[src/rtl/compass_heading_engine.sv]
// Heading engine: calibrated X/Y vector -> 0..359 degrees via restoring divider, atan ROM and octant folding.
// Optional build macro COMPASS_AVG_EN averages 2^AVG_LOG2 calibrated samples per result.
module compass_heading_engine #(
    parameter int W        = 16,
    parameter int FRAC     = 6,
    parameter int AVG_LOG2 = 2
) (
    input  logic                clk,
    input  logic                reset,
    input  logic signed [W-1:0] x_in,
    input  logic signed [W-1:0] y_in,
    input  logic                in_valid,
    output logic                in_ready,
    input  logic signed [W-1:0] cal_x,
    input  logic signed [W-1:0] cal_y,
    input  logic [8:0]          heading_offset,
    output logic [8:0]          heading,
    output logic                zero_err,
    output logic                out_valid,
    input  logic                out_ready,
    output logic                busy
);

    typedef enum logic [2:0] {IDLE, PREP, DIV, LUT, FIX, DONE} state_t;
    typedef enum logic [1:0] {Q1, Q2, Q3, Q4} quad_t;

    localparam int CW = $clog2(FRAC + 2);

    if (FRAC < 1 || AVG_LOG2 < 1) begin : g_bad_param
        $error("compass_heading_engine: FRAC and AVG_LOG2 must be at least 1");
    end

    state_t              state, state_next;
    logic signed [W:0]   xc_r, yc_r, xc_new, yc_new;
    logic [8:0]          off_r, off_mod;
    logic [W+1:0]        rem;
    logic [W:0]          rem_sub, den, ax, ay, num_n, den_n;
    logic [FRAC:0]       q;
    logic [CW-1:0]       cnt;
    logic                swap, swap_r, zero_vec, zero_r, ge, accept, take;
    quad_t               quad, quad_r;
    logic [6:0]          base;
    logic [8:0]          a, h, h360;
    logic [9:0]          hsum;
    logic [8:0]          heading_r;
    logic                zero_err_r;

    // atan ROM, one entry per ratio step, built from real math at elaboration
    logic [6:0] rom [0:(1<<FRAC)];
    for (genvar k = 0; k <= (1 << FRAC); k++) begin : g_rom
        localparam real ANGLE = $atan(real'(k) / real'(1 << FRAC)) * 180.0 / 3.14159265358979;
        assign rom[k] = 7'($rtoi(ANGLE + 0.5));
    end

    assign accept  = in_valid && (state == IDLE);
    assign xc_new  = {x_in[W-1], x_in} - {cal_x[W-1], cal_x};
    assign yc_new  = {y_in[W-1], y_in} - {cal_y[W-1], cal_y};
    assign off_mod = (heading_offset >= 9'd360) ? heading_offset - 9'd360 : heading_offset;

`ifdef COMPASS_AVG_EN
    localparam int AW = W + 1 + AVG_LOG2;
    logic signed [AW-1:0] acc_x, acc_y, sum_x, sum_y;
    logic [AVG_LOG2-1:0]  n_cnt;
    assign sum_x = acc_x + {{AVG_LOG2{xc_new[W]}}, xc_new};
    assign sum_y = acc_y + {{AVG_LOG2{yc_new[W]}}, yc_new};
    assign take  = accept && (&n_cnt);
`else
    assign take  = accept;
`endif

    // Octant folding inputs derived from the latched calibrated vector
    always_comb begin
        ax       = xc_r[W] ? -xc_r : xc_r;
        ay       = yc_r[W] ? -yc_r : yc_r;
        swap     = ay > ax;
        num_n    = swap ? ax : ay;
        den_n    = swap ? ay : ax;
        zero_vec = (ax == '0) && (ay == '0);
        case ({xc_r[W], yc_r[W]})
            2'b00:   quad = Q1;
            2'b10:   quad = Q2;
            2'b11:   quad = Q3;
            default: quad = Q4;
        endcase
    end

    always_comb begin
        ge      = rem >= {1'b0, den};
        rem_sub = ge ? (W+1)'(rem - {1'b0, den}) : rem[W:0];
    end

    always_comb begin
        a = swap_r ? 9'd90 - 9'(base) : 9'(base);
        case (quad_r)
            Q1:      h = a;
            Q2:      h = 9'd180 - a;
            Q3:      h = 9'd180 + a;
            default: h = 9'd360 - a;
        endcase
        h360 = (h == 9'd360) ? 9'd0 : h;
        hsum = {1'b0, h360} + {1'b0, off_r};
        if (hsum >= 10'd360) hsum = hsum - 10'd360;
    end

    always_ff @(posedge clk) begin
        if (reset) state <= IDLE;
        else       state <= state_next;
    end

    always_comb begin
        state_next = state;
        case (state)
            IDLE: if (take) state_next = PREP;
            PREP: state_next = zero_vec ? FIX : DIV;
            DIV:  if (cnt == CW'(FRAC)) state_next = LUT;
            LUT:  state_next = FIX;
            FIX:  state_next = DONE;
            DONE: if (out_ready) state_next = IDLE;
            default: state_next = IDLE;
        endcase
    end

    always_ff @(posedge clk) begin
        if (reset) begin
            xc_r <= '0; yc_r <= '0; off_r <= '0;
            rem <= '0; den <= '0; q <= '0; cnt <= '0;
            swap_r <= 1'b0; zero_r <= 1'b0; quad_r <= Q1; base <= '0;
            heading_r <= '0; zero_err_r <= 1'b0;
`ifdef COMPASS_AVG_EN
            acc_x <= '0; acc_y <= '0; n_cnt <= '0;
`endif
        end else begin
            case (state)
                IDLE: begin
`ifdef COMPASS_AVG_EN
                    if (accept) begin
                        off_r <= off_mod;
                        if (take) begin
                            xc_r  <= sum_x[AW-1:AVG_LOG2];
                            yc_r  <= sum_y[AW-1:AVG_LOG2];
                            acc_x <= '0;
                            acc_y <= '0;
                            n_cnt <= '0;
                        end else begin
                            acc_x <= sum_x;
                            acc_y <= sum_y;
                            n_cnt <= n_cnt + 1'b1;
                        end
                    end
`else
                    if (accept) begin
                        xc_r  <= xc_new;
                        yc_r  <= yc_new;
                        off_r <= off_mod;
                    end
`endif
                end
                PREP: begin
                    rem    <= {1'b0, num_n};
                    den    <= den_n;
                    swap_r <= swap;
                    quad_r <= quad;
                    zero_r <= zero_vec;
                    q      <= '0;
                    cnt    <= '0;
                end
                // One quotient bit per cycle, MSB (weight 2^FRAC) first
                DIV: begin
                    q   <= {q[FRAC-1:0], ge};
                    rem <= {rem_sub, 1'b0};
                    cnt <= cnt + 1'b1;
                end
                LUT: base <= rom[q];
                FIX: begin
                    heading_r  <= zero_r ? 9'd0 : hsum[8:0];
                    zero_err_r <= zero_r;
                end
                DONE: begin
`ifdef COMPASS_AVG_EN
                    if (out_ready) begin
                        acc_x <= '0;
                        acc_y <= '0;
                        n_cnt <= '0;
                    end
`endif
                end
                default: ;
            endcase
        end
    end

    assign in_ready  = (state == IDLE);
    assign busy      = (state != IDLE);
    assign out_valid = (state == DONE);
    assign heading   = heading_r;
    assign zero_err  = zero_err_r;

endmodule

[config.mk]
export PLATFORM = sky130hd
export DESIGN_NAME = compass_heading_engine
export DESIGN_NICKNAME = d
export VERILOG_FILES = /design/src/rtl/compass_heading_engine.sv
export SDC_FILE = /design/constraint.sdc
export NUM_CORES = 1
export LEC_CHECK = 0
export ABC_AREA = 1
export CORE_ASPECT_RATIO = 2
export CORE_UTILIZATION = 49
export CTS_BUF_LIST = sky130_fd_sc_hd__clkbuf_8
export CTS_CLUSTER_SIZE = 8
export DETAILED_ROUTE_END_ITERATION = 6
export DONT_BUFFER_PORTS = 1
export GPL_TIMING_DRIVEN = 1
export PLACE_DENSITY_LB_ADDON = 0.1
export SLEW_MARGIN = 0
export SYNTH_ARGS = -nofsm -noshare
export SYNTH_HDL_FRONTEND = slang
export SYNTH_SLANG_ARGS = --single-unit
export TNS_END_PERCENT = 50
[constraint.sdc]
create_clock -name clk -period 6.6 [get_ports clk]
set_clock_uncertainty 0.15 [all_clocks]
set_input_delay 1.32 -clock clk [delete_from_list [all_inputs] [get_ports clk]]
set_output_delay 1.32 -clock clk [all_outputs]
set_load 0.02 [all_outputs]
=== Word-level counts from Yosys, hierarchy flattened ===
Memory sizes are Yosys's and may differ from the RTL's. A register that Yosys moved wholly into a read port is not among the register bits.
Index checks and enable logic that the tools add are counted.
W data, S select, Z words.

* Memories kept: 1
* Memory bits (read-only): 896
* Memory bits (writable): 0
* Register bits after elaboration: 105
* Input port bits: 77
* Latch bits: 0

{| class="wikitable"
|+ Memory list
! memory !! words !! width !! read ports !! clocked after Yosys merged registers in !! write ports !! RTL line !! source
|-
| (name not given) || 128 || 7 || 1 || 1 || 0 || 173 || <nowiki>LUT: base <= rom[q];</nowiki>
|}

* Reduce and logical (&&, ||, !) cells: 11
* Multipliers: 0
* Magnitude comparators: 4
* Bitwise operators: 1
* Div/mod/pow operators: 0
* Equal/unequal tests: 14
* Shifts and indexed selects: 0
* Add/sub/neg operators: 13
* Multiplexer cells: 20

{| class="wikitable"
|+ Operators with widths
! cell !! number
|-
| $mux W17 || 5
|-
| $mux W9 || 5
|-
| $pmux W18 S2 || 1
|-
| $logic_not A17 Y1 || 2
|-
| $neg A17 Y17 || 2
|-
| $sub A16 B16 Y17 || 2
|-
| $pmux W9 S3 || 1
|-
| $ge A18 B17 Y1 || 1
|-
| $pmux W3 S6 || 1
|-
| $sub A9 B9 Y9 const B || 2
|-
| $gt A17 B17 Y1 || 1
|-
| $sub A17 B17 Y17 || 1
|-
| $pmux W7 S2 || 1
|-
| $mux W3 || 4
|-
| $add A9 B9 Y10 || 1
|-
| $ge A10 B9 Y1 const B || 1
|-
| $add A8 B9 Y9 const A || 1
|-
| $eq A3 B3 Y1 const B || 3
|-
| $eq A9 B9 Y1 const B || 1
|-
| $ge A9 B9 Y1 const B || 1
|-
| $sub A8 B9 Y9 const A || 1
|-
| $sub A9 B9 Y9 const A || 1
|-
| $not A7 Y8 || 1
|-
| $sub A7 B7 Y8 const A || 1
|-
| other kinds (16) || 22
|}

=== Longest topological paths before layout ===
Gate-level depths: netlist (run 1).

* Depth after elaboration: 10
* Depth in mapped cells: 38

=== Worst setup path after synthesis (run 1) ===
Ideal clock, no wire load.

* Path kind: register -> register
* Start point: register base[1]
* End point: register heading_r[7] (netlist: heading[7])
* Required time: 6.380 ns
* Buffers on the path: 0
* Arrival time: 4.047 ns
* Clock period less this slack: 4.267 ns
* Slack: 2.333 ns
* Cell stages (with the launch flop): 36
* Cell sequence: dfxtp_1 ha_1 inv_2 nand2_2 inv_2 a31oi_4 inv_1 ha_1 inv_1 nor2_1 a21oi_2 inv_1 nand3_1 nand2_1 nand2_1 nand2_1 inv_1 nand2_1 nor2_1 nand2_1 nor2_2 nand3_2 nand2_1 inv_1 ha_1 fa_1 nand3_1 nand2_1 xor2_1 inv_1 ha_1 nand3b_1 xor2_1 nand2_1 nand3_1 a21oi_1

* Word-level cells in the longest chain between the ends: 10

{| class="wikitable"
|+ RTL lines
! item !! RTL line !! source
|-
| from (decl) || 42 || <nowiki>logic [6:0] base;</nowiki>
|-
| $sub A7 B7 Y8 || 93 || <nowiki>a = swap_r ? 9'd90 - 9'(base) : 9'(base);</nowiki>
|-
| $mux W9 * || 93 ||
|-
| $sub A9 B9 Y9 (tied with other cells) || 98 || <nowiki>default: h = 9'd360 - a;</nowiki>
|-
| $pmux W9 S3 * || 94 || <nowiki>case (quad_r)</nowiki>
|-
| $eq A9 B9 Y1 || 100 || <nowiki>h360 = (h == 9'd360) ? 9'd0 : h;</nowiki>
|-
| $mux W9 * || 100 ||
|-
| $add A9 B9 Y10 * || 101 || <nowiki>hsum = {1'b0, h360} + {1'b0, off_r};</nowiki>
|-
| $sub A9 B9 Y9 or $ge A10 B9 Y1 (tied branches) || 102 || <nowiki>if (hsum >= 10'd360) hsum = hsum - 10'd360;</nowiki>
|-
| $mux W9 * || 102 ||
|-
| $mux W9 * || 175 || <nowiki>heading_r <= zero_r ? 9'd0 : hsum[8:0];</nowiki>
|-
| to (signal assigned) || 175 ||
|-
| to (decl) || 45 || <nowiki>logic [8:0] heading_r;</nowiki>
|}

Mark *: on every way between the ends. The rest lies on a longest branch, timed or not.
A chain may end at the register's enable or synchronous reset.

=== Worst setup path in the final report (run 1) ===
* Start point: register xc_r[16]
* End point: register rem[11]

* Word-level cells in the longest chain between the ends: 5

{| class="wikitable"
|+ RTL lines
! item !! RTL line !! source
|-
| from (decl) || 34 || <nowiki>logic signed [W:0] xc_r, yc_r, xc_new, yc_new;</nowiki>
|-
| from (signal assigned) || 152 || <nowiki>xc_r <= xc_new;</nowiki>
|-
| $neg A17 Y17 || 73 || <nowiki>ax = xc_r[W] ? -xc_r : xc_r;</nowiki>
|-
| $mux W17 * || 73 ||
|-
| $gt A17 B17 Y1 || 75 || <nowiki>swap = ay > ax;</nowiki>
|-
| $mux W17 * || 76 || <nowiki>num_n = swap ? ax : ay;</nowiki>
|-
| $pmux W18 S2 * || 133 || <nowiki>case (state)</nowiki>
|-
| to (signal assigned) || 159 || <nowiki>rem <= {1'b0, num_n};</nowiki>
|-
| to (signal assigned) || 170 || <nowiki>rem <= {rem_sub, 1'b0};</nowiki>
|-
| to (decl) || 36 || <nowiki>logic [W+1:0] rem;</nowiki>
|}

Marked as above.

==> out/metrics.cfg, run 1 <==
[synth]
avgSynthCellArea_um2=6.13
synthCells=1766
synth_nets=1943
synth.distinct_cells=54
netlist.area_leader.share_pct=20.5
synth_seq_area_share_pct=20.5
netlist_area_um2=10800
ys.flop_type=dfxtp_1
synth_edf_count=0
yosys_warnings=0
synth.area.top_cells=dfxtp_1 21%, nand2_1 13%, ha_1 11%
synth_area_leader_cell=dfxtp_1
synth-seq-cells=111
ys_async_sr_fraction_pct=0

[drt]
vias=10800
vias_per_cell=5.40
drtIter0Drc=505
drc=0
wl_per_cell_um=15.4
drt_pass1_iterations=5
ant_nets=0
drt-total-wl_um=30900

[sta]
setup_viol=0
layout_min_cycle_time_ns=5.15
final.setup.tns_ns=0
final-max-slew-violation-count=0
hold_viol_final=0
fmax_mhz=194
rsz0062_at_grt=no
tightestPinTransition_ns=0.872
fin_crit_sh_pct=78.0
slew_headroom_pct=41.3
worst_hold_slack_ns=0.314
setup_slack_ns=1.45

[clock_tree]
cts_tree=done
cts_resized=0
cts_buffers=9
clk_path_buf_depth=2
cts.sinks=111
cts_hold_buf=0
cts-root-buf=clkbuf_8
path_clk_slew_ns=0.10
cts_setup_buffers=0
cts-htree-levels=3
clk-insertion-delay-late_ns=0.41

[floorplan]
die_y_um=212
start_util_pct=50.2
die_x_um=107
core-area_um2=21600
die_area_um2=22700
rows=76
num_io_pins=90

[critical_path]
cp.arrival_ns=5.31
path_class=reg2reg
worstSetupStartpointType=flip-flop
crit_fanout=26
setup.worst_path.end_class=flip-flop
required_ns=6.76

[finish]
synthToLayoutAreaGrowth_pct=3.34
nFillCells=2325
design_area_um2=11200
final_nets=1907
multiInputGateArea_um2=7170
seqCellArea_um2=2220
drive_gt1_share_pct=5.36
diodes=0

[outcome]
status=finished clean

[grt]
antenna_found_initial=0
first_global_vias=10600
globalRouteTotalUtil_pct=28.1
grt.overflow.total=0
grt_max_degree=54
grt_pass1_wl_um=49800

[place]
dpl_cell_area_um2=11000
place_hpwl_um=25000
gp_congestion=0.956
place_ws_ns=1.52
io_buffers=0

[pwr]
power_mw=3.95
power.density_nw_per_um2=353
ir_drop_mv=0.160
p_leak_nw=5.78

[run]
maxCapViolCount=0

[min_path]
hp-class=reg2reg

## flip-flops by register name, summed over array words and instances (netlist names), 2 cells and up
| register | count |
|---|---|
| rem | 18 |
| den | 17 |
| xc_r | 17 |
| yc_r | 17 |
| heading | 9 |
| off_r | 9 |
| q | 7 |
| base | 6 |
| cnt | 3 |
| state | 3 |
| quad_r | 2 |
## Yosys cell counts (13+ instances only)
cell type,n
o211ai_1,33
xnor2_1,14
inv_2,13
dfxtp_1,111
ha_1,96
inv_1,303
nor3_1,19
nor2_1,126
nand4_1,17
o21ai_0,137
nand3_1,137
a21oi_1,155
clkbuf_1,32
buf_2,15
xor2_1,31
nand2_1,386
## worst paths after layout
check | cells past startpoint | slack (ns) | endpoint | from
max | 14 | 1.45 | rem[11]$_SDFFE_PP0P_ | xc_r[16]$_SDFFE_PP0P_
min | 1 | 0.31 | cnt[2]$_SDFFE_PP0P_ | cnt[2]$_SDFFE_PP0P_
max reg2reg | 14 | 1.45 | rem[11]$_SDFFE_PP0P_ | xc_r[16]$_SDFFE_PP0P_
min reg2reg | 1 | 0.31 | cnt[2]$_SDFFE_PP0P_ | cnt[2]$_SDFFE_PP0P_
## per-stage QoR
stage          util [%]  std cells
4_1_cts            51.9       2007
5_1_grt            51.9       2007
2_1_floorplan         -       1766
3_5_place_dp       50.9       1992
6_report           51.9       2007
3_3_place_gp       50.9       1992
## kinds of logic (layout without fill, tap and decap cells)
| kind of cell | after synthesis | after routing | synth area share, % |
|---|---|---|---|
| xor+xnor | 47 | 47 | 3.94 |
| fa+ha+maj | 100 | 100 | 11.8 |
| buf+inv | 375 | 343 | 13.4 |
| compound gates | 391 | 391 | 20.4 |
| simple gates | 742 | 742 | 29.9 |
| flops | 111 | 111 | 20.5 |
## layout by cell type (no fill, tap or decap), drive strengths merged, types with 2 or more instances in the layout
cell type / n
fa: 4
nor4: 3
clkinv: 4
dfxtp: 111
ha: 96
o2111ai: 3
o311ai: 2
a21oi: 160
nor2: 137
a31oi: 12
nor3: 21
a21o: 2
nand3: 147
buf: 8
o21ai: 149
nand2: 395
o21bai: 9
nand3b: 8
o211ai: 33
o221ai: 3
xnor2: 14
clkbuf: 11
inv: 318
o22ai: 2
a211oi: 2
o41ai: 2
a21boi: 6
o31ai: 3
or2: 13
xor2: 33
nand4: 18
## where the power goes
group / switching (mW) / total (mW) / internal, mW
Sequential: 0.111 / 0.903 / 0.792
Clock: 0.247 / 0.439 / 0.193
Combinational: 1.74 / 2.61 / 0.863
## critical path, cell delays in order (launching register included)
cell	delay, ns
dfxtp_1	0.78
inv_1	0.41
nor4_1	0.85
inv_1	0.10
ha_1	0.36
nand4_1	0.12
nor2_1	0.25
nand3_1	0.41
nand2_1	0.71
buf_4	0.38
inv_1	0.16
nor2_1	0.10
o21ai_0	0.08
o21bai_1	0.14
inv_1	0.04
## routing by layer
layer,part of all wire [%],track usage [%]
met2,54,55.9
met3,2.6,3.40
met4,7.8,21.1
met1,35,24.8
met5,0,0
## cell type report
type | count | area share, %
multi-input cells | 1280 | 64.0
flip-flops and latches | 111 | 19.9
inverters | 320 | 10.8
well taps | 273 | 3.05
clock buffers | 11 | 1.35
repair buffers | 8 | 0.537
clock inverters | 4 | 0.414
Power figures use the tool's default switching activity.
==> inputs of run 2 (changes only) <==
clock period = 5 ns   (was 6.6 ns; I/O delays follow)
==> out/metrics.cfg, run 2 (synthesis gave the netlist of run 1 again) <==
[outcome]
status=finished clean

[critical_path]
crit_path_end=heading[7]$_SDFFE_PP0P_
required_ns=5.20  ; -1.56 ns
path_class=reg2reg
crit_slowest_cell=fa_2
setup.worst_path.end_class=flip-flop
worst_r2r_path_depth=35  ; +21
rr_endpoint=heading[7]$_SDFFE_PP0P_
crit_fanout=5  ; -81%
r2r-start=base[1]$_SDFFE_PP0N_
critPathMaxStageDelay_ns=0.40  ; -0.45 ns
crit_buf_inv=8  ; +3
rrSetupSlack_ns=0.45  ; -1.00 ns
worst-path-stages=35  ; +21
worstSetupStartpointType=flip-flop
critPathTopFamily=simple AND/OR/NAND/NOR gates
crit_top_cell=nand2_1
cp.arrival_ns=4.75  ; -0.56 ns
critPathLaunch=base[1]$_SDFFE_PP0N_

[finish]
diodes=0  ; unchanged
synthToLayoutAreaGrowth_pct=4.15
largest-register=rem
largest_register_ffs=18  ; unchanged
final_common_cell=nand2_1
final_nets=1917  ; +0.52%
final_util_pct=52.3  ; +0.41 points
drive_gt1_share_pct=6.25  ; +0.88 points
final_cell_mix=386 x nand2_1, 304 x inv_1, 155 x a21oi_1
design_area_um2=11300  ; +0.78%

[sta]
layout_min_cycle_time_ns=4.55  ; -0.598 ns
final-max-slew-violation-count=0  ; unchanged
rsz0062_at_grt=no
fin_crit_sh_pct=91.0  ; +13 points
setup_viol=0  ; unchanged
slew_headroom_pct=43.8  ; +2.5 points
tightestPinTransition_ns=0.836  ; -0.0357 ns
fmax_mhz=220  ; +13%
final.setup.tns_ns=0  ; unchanged
hold_viol_final=0  ; unchanged

[clock_tree]
cts_tree=done
cts_buffers=9  ; unchanged
cts_hold_buf=0  ; unchanged
cts-htree-levels=3  ; unchanged
cts.sinks=111  ; unchanged
cts-root-buf=clkbuf_8
path_clk_slew_ns=0.11  ; about the same
clk-insertion-delay-late_ns=0.42  ; about the same
clk_path_buf_depth=2  ; unchanged

[grt]
grt_pass1_wl_um=50000  ; +0.53%
antenna_found_initial=0  ; unchanged
grt_max_degree=60  ; +11%
grt.overflow.total=0  ; unchanged
globalRouteTotalUtil_pct=28.3  ; +0.18 points
first_global_vias=10700  ; +0.82%

[drt]
ant_nets=0  ; unchanged
wl_per_cell_um=15.3  ; -0.32%
drt-total-wl_um=30900  ; +0.23%
drtIter0Drc=465  ; -7.9%
vias=10900  ; +0.62%
drt_pass1_iterations=5  ; unchanged
vias_per_cell=5.40  ; about the same
drc=0  ; unchanged

[pwr]
ir_drop_mv=0.232  ; +45%
p_leak_nw=5.82  ; +0.65%
power_mw=5.25  ; +33%
power.density_nw_per_um2=465  ; +32%

[min_path]
min-delay-start=off_r[2]$_SDFFE_PP0P_
hp-class=reg2reg

[floorplan]
start_util_pct=50.2  ; unchanged
die_y_um=212  ; unchanged
num_io_pins=90  ; unchanged
die_x_um=107  ; unchanged
die_area_um2=22700  ; unchanged
rows=76  ; unchanged
core-area_um2=21600  ; unchanged

[place]
dpl_cell_area_um2=11100  ; +0.73%
place_hpwl_um=25200  ; +0.59%
io_buffers=0  ; unchanged
gp_congestion=0.967  ; +1.2%

[run]
maxCapViolCount=0  ; unchanged

## run 2: per-stage QoR
step	hold WS, ns	instances	setup slack [ns]
global route	0.346	2018	0.00536
detailed placement	0.306	2001	0.231
CTS	0.322	2017	0.189
floorplan	0.280	1766	0.733
finish	0.324	2018	0.448
global placement	0.302	2001	0.331
## run 2: how the worst min path moves through the flow
stage | to | slack, ns | depth (start not counted)
6_report | off_r[2]$_SDFFE_PP0P_ | 0.32 | 2
5_1_grt | off_r[2]$_SDFFE_PP0P_ | 0.35 | 2
4_1_cts | off_r[2]$_SDFFE_PP0P_ | 0.32 | 2
3_5_place_dp | off_r[2]$_SDFFE_PP0P_ | 0.31 | 2
3_3_place_gp | off_r[2]$_SDFFE_PP0P_ | 0.30 | 2
2_1_floorplan | cnt[2]$_SDFFE_PP0P_ | 0.28 | 1
## run 2: cell type report
type,count,area (um^2)
multi-input cells,1280,7180
repair buffers,18,148
inverters,320,1210
well taps,273,342
flip-flops and latches,111,2230
clock inverters,6,36.3
fillers,2313,10300
clock buffers,10,138
## run 2: power breakdown
group          internal, mW  switching (mW)  total [mW]  leakage (nW)
Sequential             1.05           0.134        1.18         0.912
Combinational          1.21            2.33        3.54          4.82
Clock                 0.193           0.335       0.528        0.0913
Total                  2.44            2.80        5.25          5.82
## run 2: what timing repair did
item,4_1_cts,5_1_grt
hold endpoints to repair,0,0
buffers inserted,0,1
endpoints found under the setup margin,0,6
gates resized for setup,0,8
## run 2: worst min-delay path: stages, from the launching register on
cell     delay [ns]
dfxtp_1        0.33
nand2_1        0.06
a21oi_1        0.05
## run 2: routing by layer
layer	GRT usage [%]	vias to the layer above	share of wire (%)
li1	-	5699	-
met1	24.3	4893	35
met2	58.5	217	56
met3	2.64	93	1.9
met4	19.3	0	6.9
met5	0	-	0
==> inputs of run 3 (changes only) <==
ABC_AREA = unset   (was 1)
==> out/metrics.cfg, run 3 <==
[drt]
drt_pass1_iterations=5  ; unchanged
drt-total-wl_um=26200  ; -15%
vias=9419  ; -14%
drc=0  ; unchanged
ant_nets=0  ; unchanged
drtIter0Drc=344  ; -26%
wl_per_cell_um=16.4  ; +7.3%
vias_per_cell=5.91  ; +9.4%

[place]
dpl_cell_area_um2=10300  ; -6.6%
io_buffers=0  ; unchanged
gp_congestion=0.969  ; +0.18%
place_hpwl_um=20400  ; -19%
dp.cells=1572  ; -21%
place_ws_ns=-0.0970  ; -0.328 ns

[synth]
ys_async_sr_fraction_pct=0  ; unchanged
synth_area_leader_cell=dfxtp_1
synth.area.top_cells=dfxtp_1 22%, ha_1 12%, a21oi_1 6.4%
netlist.area_leader.share_pct=22.2  ; +1.7 points
yosys_warnings=0  ; unchanged
synth-seq-cells=111  ; unchanged
synth_edf_count=0  ; unchanged
netlist_area_um2=9990  ; -7.8%
synth.distinct_cells=81  ; +50%
synthCells=1347  ; -24%
avgSynthCellArea_um2=7.42  ; +21%
ys_top_cells_by_count=160 x nand2_1, 128 x a21oi_1, 111 x dfxtp_1
ys.flop_type=dfxtp_1
yosysMostFrequentCell=nand2_1
synth_nets=1524  ; -22%
synth_seq_area_share_pct=22.2  ; +1.7 points

[sta]
rsz0062_at_grt=yes
final.setup.tns_ns=0  ; unchanged
tightestPinTransition_ns=1.07  ; +0.239 ns
setup_viol=0  ; unchanged
layout_min_cycle_time_ns=4.91  ; +0.358 ns
final-max-slew-violation-count=0  ; unchanged
hold_viol_final=0  ; unchanged
fmax_mhz=204  ; -7.3%
slew_headroom_pct=27.8  ; -16 points
fin_crit_sh_pct=98.2  ; +7.2 points
setup_slack_ns=0.0899  ; -0.358 ns
worst_hold_slack_ns=0.305  ; -0.0186 ns

[clock_tree]
cts_hold_buf=0  ; unchanged
cts.sinks=111  ; unchanged
clk-insertion-delay-late_ns=0.42  ; about the same
cts-root-buf=clkbuf_8
path_clk_slew_ns=0.11  ; about the same
cts-htree-levels=3  ; unchanged
cts_buffers=9  ; unchanged
clk_path_buf_depth=2  ; unchanged
cts_tree=done

[grt]
met3_usage_pct=3.32  ; +0.68 points
globalRouteTotalUtil_pct=26.0  ; -2.3 points
grt_use_met2_pct=48.2  ; -10 points
met1_usage_pct=27.9  ; +3.6 points
grt_busiest_layer=met2
antenna_found_initial=0  ; unchanged
grt.overflow.total=0  ; unchanged
grt_max_degree=102  ; +70%
first_global_vias=9128  ; -15%
grt_pass1_wl_um=43100  ; -14%

[pwr]
p_leak_nw=4.42  ; -24%
power_mw=3.90  ; -26%
ir_drop_mv=0.223  ; -3.9%
power.density_nw_per_um2=363  ; -22%

[finish]
final_nets=1503  ; -22%
largest_register_ffs=18  ; unchanged
design_area_um2=10700  ; -4.9%
final_cell_mix=158 x nand2_1, 126 x a21oi_1, 108 x dfxtp_1
synthToLayoutAreaGrowth_pct=7.44
largest-register=rem
final_common_cell=nand2_1
layoutNonFillerInstCount=1594  ; -21%
final_util_pct=53.9  ; +1.6 points
drive_gt1_share_pct=8.04  ; +1.8 points

[floorplan]
die_y_um=204  ; -3.9%
die_area_um2=21000  ; -7.7%
num_io_pins=90  ; unchanged
start_util_pct=50.2  ; about the same
core-area_um2=19900  ; -7.8%
rows=73  ; -3.9%
die_x_um=103  ; -3.9%

[min_path]
min_delay_path_depth=2  ; unchanged
hp-class=reg2reg
min-delay-start=den[3]$_SDFFE_PP0P_

[critical_path]
path_class=reg2reg
r2r-start=base[0]$_SDFFE_PP0N_
required_ns=5.16  ; -0.04 ns
worst_r2r_path_depth=22  ; -37%
crit_fanout=3  ; -2
worst-path-stages=22  ; -37%
critPathTopFamily=compound AO/OA/AOI/OAI gates
critPathLaunch=base[0]$_SDFFE_PP0N_
crit_slowest_cell=dfxtp_2
setup.worst_path.end_class=flip-flop
crit_buf_inv=0  ; -8
crit_chain=ha_4 > nand2b_1 > and2_1 > ha_4 > a21oi_4 > nor2_2 > and3_1 > a211oi_2 > xnor2_2 > nor4_2 > and4_1 > nor2_1 > ha_2 > fa_2 > a21o_1 > a211o_1 > a211oi_2 > xnor2_1 > or2_1 > o31a_1 > nor3_1 > a221o_1
worstSetupStartpointType=flip-flop
cp.arrival_ns=5.07  ; +0.32 ns
critPathMaxStageDelay_ns=0.35  ; -0.05 ns

[outcome]
status=finished clean

[run]
maxCapViolCount=0  ; unchanged

==> run 3: cell count changes in the layout (fill, tap and decap cells not counted), moves of 31 or more <==
cell / before / now
nand3_1: 137 / 20
nor2_1: 126 / 94
nor3_1: 17 / 48
nand2_1: 386 / 158
inv_1: 304 / 96
o21ai_0: 137 / 22
==> run 3: cell families after synthesis <==
family,after synthesis,share of synthesized area [%]
and+or+nand+nor,468,22.7
AOI/OAI and AO/OA,394,26.0
buffers and inverters,172,6.50
DFF,111,22.2
adders and majority gates,100,12.8
xor gates and xnor gates,75,6.86
muxes,27,2.84
==> run 3: what timing repair did <==
item,CTS,global route
pin swaps,0,12
setup endpoints to repair,3,6
resized for setup,2,32
buffers inserted,0,5
==> run 3: path summary, 6_finish.rpt <==
check,slack [ns],endpoint
min reg2reg,0.31,den[3]$_SDFFE_PP0P_
max reg2reg,0.09,heading[4]$_SDFFE_PP0P_
max,0.09,heading[4]$_SDFFE_PP0P_
min,0.31,den[3]$_SDFFE_PP0P_
==> run 3: area by class of cell <==
cell class | count | area, um^2
antenna | 1 | 2.50
fill | 2057 | 9180
tap | 262 | 328
sequential | 111 | 2230
timing repair buffer | 38 | 298
inverter | 102 | 383
clock buffer | 10 | 138
multi-input combinational | 1064 | 7310
clock inverter | 6 | 46.3
==> run 3: tightest hold or removal path: stages (launching register included) <==
cell and delay, ns:
dfxtp_1 0.32, nand2_1 0.05, a21oi_1 0.05
==> run 3: power breakdown <==
group | switching (mW) | leakage [nW] | internal [mW]
clock | 0.331 | 0.0943 | 0.197
sequential | 0.101 | 0.908 | 0.976
combinational | 1.31 | 3.42 | 0.976
total | 1.75 | 4.42 | 2.15
==> run 3: metal layers <==
| layer | vias up | wire (um) |
|---|---|---|
| li1 | 4823 | - |
| met1 | 4370 | 10500 |
| met3 | 54 | 701 |
| met5 | - | 0 |
| met4 | 0 | 1180 |
| met2 | 172 | 13900 |
